File: src/rtl/seg7_reader.sv
// Recovers BCD digits from a 7-segment bus: debounces each pattern, decodes it,
// and presents legal digits on a valid/ready port while counting illegal patterns.
module seg7_reader #(
   parameter int STABLE_CYCLES = 4,
   parameter int ERR_W         = 8
) (
   input  logic             clk,
   input  logic             reset,
   input  logic [6:0]       segments_in,
   input  logic             sample_en,
   input  logic             clear_err,
   output logic [3:0]       digit_out,
   output logic             digit_valid,
   input  logic             digit_ready,
   output logic             invalid_pulse,
   output logic [ERR_W-1:0] err_count,
   output logic             overrun
);

   localparam logic [3:0] LAST_CNT = 4'(STABLE_CYCLES - 1);

   logic [6:0]       cur_q, cur_d;
   logic [3:0]       cnt_q, cnt_d;
   logic             locked_q, locked_d;
   logic [3:0]       digit_q, digit_d;
   logic             valid_q, valid_d;
   logic             inv_q, inv_d;
   logic [ERR_W-1:0] err_q, err_d;
   logic             ovr_q, ovr_d;

   logic             accept;
   logic [5:0]       dec;
   logic             dec_legal, dec_blank;
   logic [3:0]       dec_val;

   // Returns {legal, blank, value}; anything that is not an exact match is illegal.
   function automatic logic [5:0] decode(input logic [6:0] s);
      logic [5:0] r;
      case (s)
         7'b0111111: r = {2'b10, 4'd0};
         7'b0000110: r = {2'b10, 4'd1};
         7'b1011011: r = {2'b10, 4'd2};
         7'b1001111: r = {2'b10, 4'd3};
         7'b1100110: r = {2'b10, 4'd4};
         7'b1101101: r = {2'b10, 4'd5};
         7'b1111100: r = {2'b10, 4'd6};
         7'b0000111: r = {2'b10, 4'd7};
         7'b1111111: r = {2'b10, 4'd8};
         7'b1100111: r = {2'b10, 4'd9};
         7'b0000000: r = {2'b01, 4'd0};
         default:    r = 6'b000000;
      endcase
      return r;
   endfunction

   function automatic logic [ERR_W-1:0] sat_inc(input logic [ERR_W-1:0] v);
      logic [ERR_W-1:0] r;
      r = v;
      if (v != {ERR_W{1'b1}}) r = v + {{(ERR_W-1){1'b0}}, 1'b1};
      return r;
   endfunction

   assign dec       = decode(segments_in);
   assign dec_legal = dec[5];
   assign dec_blank = dec[4];
   assign dec_val   = dec[3:0];

   always_comb begin
      cur_d    = cur_q;
      cnt_d    = cnt_q;
      locked_d = locked_q;
      accept   = 1'b0;
      if (sample_en) begin
         if (segments_in != cur_q) begin
            cur_d    = segments_in;
            cnt_d    = 4'd0;
            locked_d = 1'b0;
            if (STABLE_CYCLES == 1) begin
               accept   = 1'b1;
               locked_d = 1'b1;
            end
         end else if (!locked_q) begin
            cnt_d = cnt_q + 4'd1;
            if (cnt_q + 4'd1 == LAST_CNT) begin
               accept   = 1'b1;
               locked_d = 1'b1;
            end
         end
      end
   end

   // A legal acceptance beats a same-edge consume; clear beats a same-edge increment.
   always_comb begin
      digit_d = digit_q;
      valid_d = valid_q;
      inv_d   = 1'b0;
      err_d   = err_q;
      ovr_d   = ovr_q;
      if (valid_q && digit_ready) valid_d = 1'b0;
      if (accept && dec_legal) begin
         digit_d = dec_val;
         valid_d = 1'b1;
         if (valid_q && !digit_ready) ovr_d = 1'b1;
      end else if (accept && !dec_blank) begin
         inv_d = 1'b1;
         err_d = sat_inc(err_q);
      end
      if (clear_err) begin
         err_d = '0;
         ovr_d = 1'b0;
      end
   end

   always_ff @(posedge clk) begin
      if (reset) begin
         cur_q    <= 7'b0000000;
         cnt_q    <= 4'd0;
         locked_q <= 1'b1;
         digit_q  <= 4'd0;
         valid_q  <= 1'b0;
         inv_q    <= 1'b0;
         err_q    <= '0;
         ovr_q    <= 1'b0;
      end else begin
         cur_q    <= cur_d;
         cnt_q    <= cnt_d;
         locked_q <= locked_d;
         digit_q  <= digit_d;
         valid_q  <= valid_d;
         inv_q    <= inv_d;
         err_q    <= err_d;
         ovr_q    <= ovr_d;
      end
   end

   assign digit_out     = digit_q;
   assign digit_valid   = valid_q;
   assign invalid_pulse = inv_q;
   assign err_count     = err_q;
   assign overrun       = ovr_q;

endmodule

File: config.mk
export PLATFORM = sky130hd
export DESIGN_NAME = seg7_reader
export DESIGN_NICKNAME = d
export VERILOG_FILES = /design/src/rtl/seg7_reader.sv
export SDC_FILE = /design/constraint.sdc
export NUM_CORES = 1
export LEC_CHECK = 0
export BUFFER_PORTS_ARGS = -buffer_cell sky130_fd_sc_hd__buf_2
export CAP_MARGIN = 25
export CORE_MARGIN = 4
export CORE_UTILIZATION = 45
export CTS_CLUSTER_SIZE = 20
export DETAILED_ROUTE_END_ITERATION = 10
export PLACE_DENSITY = 0.71
export SLEW_MARGIN = 20
export SYNTH_ARGS = -nofsm -noshare
export SYNTH_HDL_FRONTEND = slang
export SYNTH_SLANG_ARGS = --single-unit
File: constraint.sdc
create_clock -name clk -period 3.9 [get_ports clk]
set_clock_uncertainty 0.2 [all_clocks]
set_input_delay 0 -clock clk [delete_from_list [all_inputs] [get_ports clk]]
set_output_delay 0 -clock clk [all_outputs]
set_load 0.01 [all_outputs]
==> out/results.ini <==
[timing]
rsz0062_at_grt=false
whs_ns=0.274
fmax_mhz=380
fin_tns_setup_ns=0
fin_crit_sh_pct=67.5
fin_ws_ns=1.27
slew_headroom_pct=66.8
finalMaxSlewViolations=0
setup_viol=0
worst_slew_pin_slew_ns=0.491
hold_viol=0
fin_crit_ns=2.63

[logic_synthesis]
synth_seq_area_share_pct=31.8
synth_area_leaders=dfxtp_1 (32%), mux2i_1 (7.6%), nor2_1 (4.2%), a21oi_1 (4.1%), xor2_1 (3.6%)
synth_top_area_share_pct=31.8
syn_inst=187
yosys_most_used_dff=dfxtp_1
yosysTopAreaCell=dfxtp_1
netlist_area_um2=1700
synth_cell_type_count=53
yosysMostFrequentCell=dfxtp_1
synth_edf_count=0
syn-num-nets=202
ys_warn_count=0
synth_common_cells=dfxtp_1 (27), nor2_1 (19), a21oi_1 (14)
synth.avg_cell_area_um2=9.10
ys_ff_latch=27
synthArstFlopShare_pct=0

[placement]
portBuffers=26
pre_cts_ws_ns=1.51
placed_cells=250
globalplace.congestion=0.723
dp_hpwl_mm=2.42

[critical_path]
cp.required_ns=3.92
end_kind=register
worstSetupStartpointType=input pin
crit_chain=dlygate4sd3_1 -> buf_2 -> or3_1 -> nor3_1 -> and2b_1 -> a21oi_4 -> a21oi_1 -> nor2_1 -> dlygate4sd3_1
slowest_stage=dlygate4sd3_1
max_stage_delay_ns=0.54
crit_top_cell=dlygate4sd3_1
critPathBufInv=3
crit_family=buffers and inverters
cp.arrival_ns=2.65
crit_type=in2reg
critPathMaxFanout=13

[clock_tree]
clkLatencyLatePin_ns=0.27
clkSlewWorstSetupHoldPaths_ns=0.09
cts_tree=yes
cts_buffers=3
cts-root-buf=clkbuf_8
cts_sinks=27
clockBufferDepth=2
post-cts-setup-buffer-count=0
htree_levels=1

[power]
combPwrFrac_pct=14.8
p_sw_mw=0.133
total_power_mw=0.520
p_seq_share_pct=54.6
pwr-share-clk_pct=30.6
powerDensity_nw_per_um2=262
p_leak_nw=0.816
vdd_drop_max_v=0.000214
p_int_mw=0.387
switching_share_pct=25.6

[status]
status=completed

[job]
drv_cap=0

[final_layout]
final_layout_size_suffix_gt1_share_pct=23.7
antennaDiodeCount=0
regArea_um2=541
fillCellCount=355
syn_to_final_growth_pct=16.8
nets=235
stdcell_count=267
multi_input_area_um2=1060

[floorplanning]
fp.dieW_um=69.5
start_util_pct=46.5
die_y_um=69.5
ioPinCount=27
rows=22
die-area_um2=4830
coreArea_um2=3660

[routing]
wl_mm=3.47
detailedRoute.firstPassIterationCount=4
drt_iter0_markers=63
drc=0
ant_nets=0
wl_per_cell_um=13.0
avgViaCountPerCell=5.34
vias=1427

[grt]
grt_pass1_wl_mm=5.89
grt_overflow=0
grt_max_degree=22
antenna_found_initial=0
grt_pass1_vias=1338
grt_usage_pct=14.6

[hold_path]
hp-class=reg2reg

## flip-flops by register name (all words and copies together), names as in the netlist
name	flops
cnt_q	4
overrun	1
digit_out	4
cur_q	7
err_count	8
locked_q	1
invalid_pulse	1
digit_valid	1
## metrics by stage
step                      instance area (um^2)  util (%)
after floorplan                           1700         -
after global placement                    1810      49.5
after detailed placement                  1810      49.5
after CTS                                 1990      54.3
after global routing                      1990      54.3
final                                     1990      54.3
## power groups by stage
| stage | sequential (mW) | combinational [mW] | clock (mW) |
|---|---|---|---|
| 2_1_floorplan | 0.290 | 0.0566 | 0 |
| 3_3_place_gp | 0.290 | 0.0655 | 0 |
| 3_5_place_dp | 0.291 | 0.0668 | 0 |
| 4_1_cts | 0.284 | 0.0763 | 0.165 |
| 5_1_grt | 0.285 | 0.0839 | 0.174 |
| 6_report | 0.284 | 0.0769 | 0.159 |
## kinds of logic after synthesis
kind of cell	synth area share, %
compound gates	15.7
fa+ha+maj	2.21
simple gates	31.5
mux	7.65
buf+inv	6.03
flops	31.8
xor+xnor	5.15
## worst register-to-register path: cells and delay by family (launching register included)
kind                       cells  cell delay, ns
AOI/OAI and AO/OA              3            0.42
DFF                            1            0.36
adders and majority gates      1            0.23
buffers and inverters          1            0.54
and+or+nand+nor                3            0.80
## final cells by class
type / count / area share (%)
Timing Repair Buffer: 39 / 13.1
Clock buffer: 4 / 2.27
Tap cell: 48 / 3.02
Sequential cell: 27 / 27.2
Inverter: 6 / 1.13
Multi-Input combinational cell: 143 / 53.3
## final timing paths
path	startpoint	endpoint	slack, ns	depth (start not counted)
setup / recovery	segments_in[3]	digit_valid$_SDFFE_PP0P_	1.27	9
setup reg to reg	cnt_q[0]$_SDFFE_PP0P_	digit_valid$_SDFFE_PP0P_	1.29	8
hold reg to reg	overrun$_SDFFE_PP0P_	overrun$_SDFFE_PP0P_	0.27	2
hold / removal	overrun$_SDFFE_PP0P_	overrun$_SDFFE_PP0P_	0.27	2
## layer usage
metal	GRT usage [%]	routed length (um)	vias up
met1	18.4	1620	667
met2	24.9	1720	17
met4	3.47	27	0
met5	0	0	-
li1	-	-	739
met3	3.48	110	4
## cell usage in the layout (no fill, tap or decap), drive strengths merged, types with 2 or more instances in the layout
cell type and instances:
mux2i 13, a21oi 15, clkbuf 4, ha 3
nor3 3, nor2 19, and3 8, inv 6
xor2 7, nand2 10, nand3 7, nand4 5
a31oi 2, nor4 2, o31ai 2, xnor2 3
nor4b 3, or3 6, or2 2, dfxtp 27
buf 26, or3b 3, dlygate4sd3 13, o21ai 8
and4 3, nand2b 3
## repair_timing
action | in CTS | in global routing
resized for setup | 0 | 0
hold endpoints to repair | 26 | 0
hold buffers | 13 | 0
Note: power is estimated with default switching activity, not from simulation.
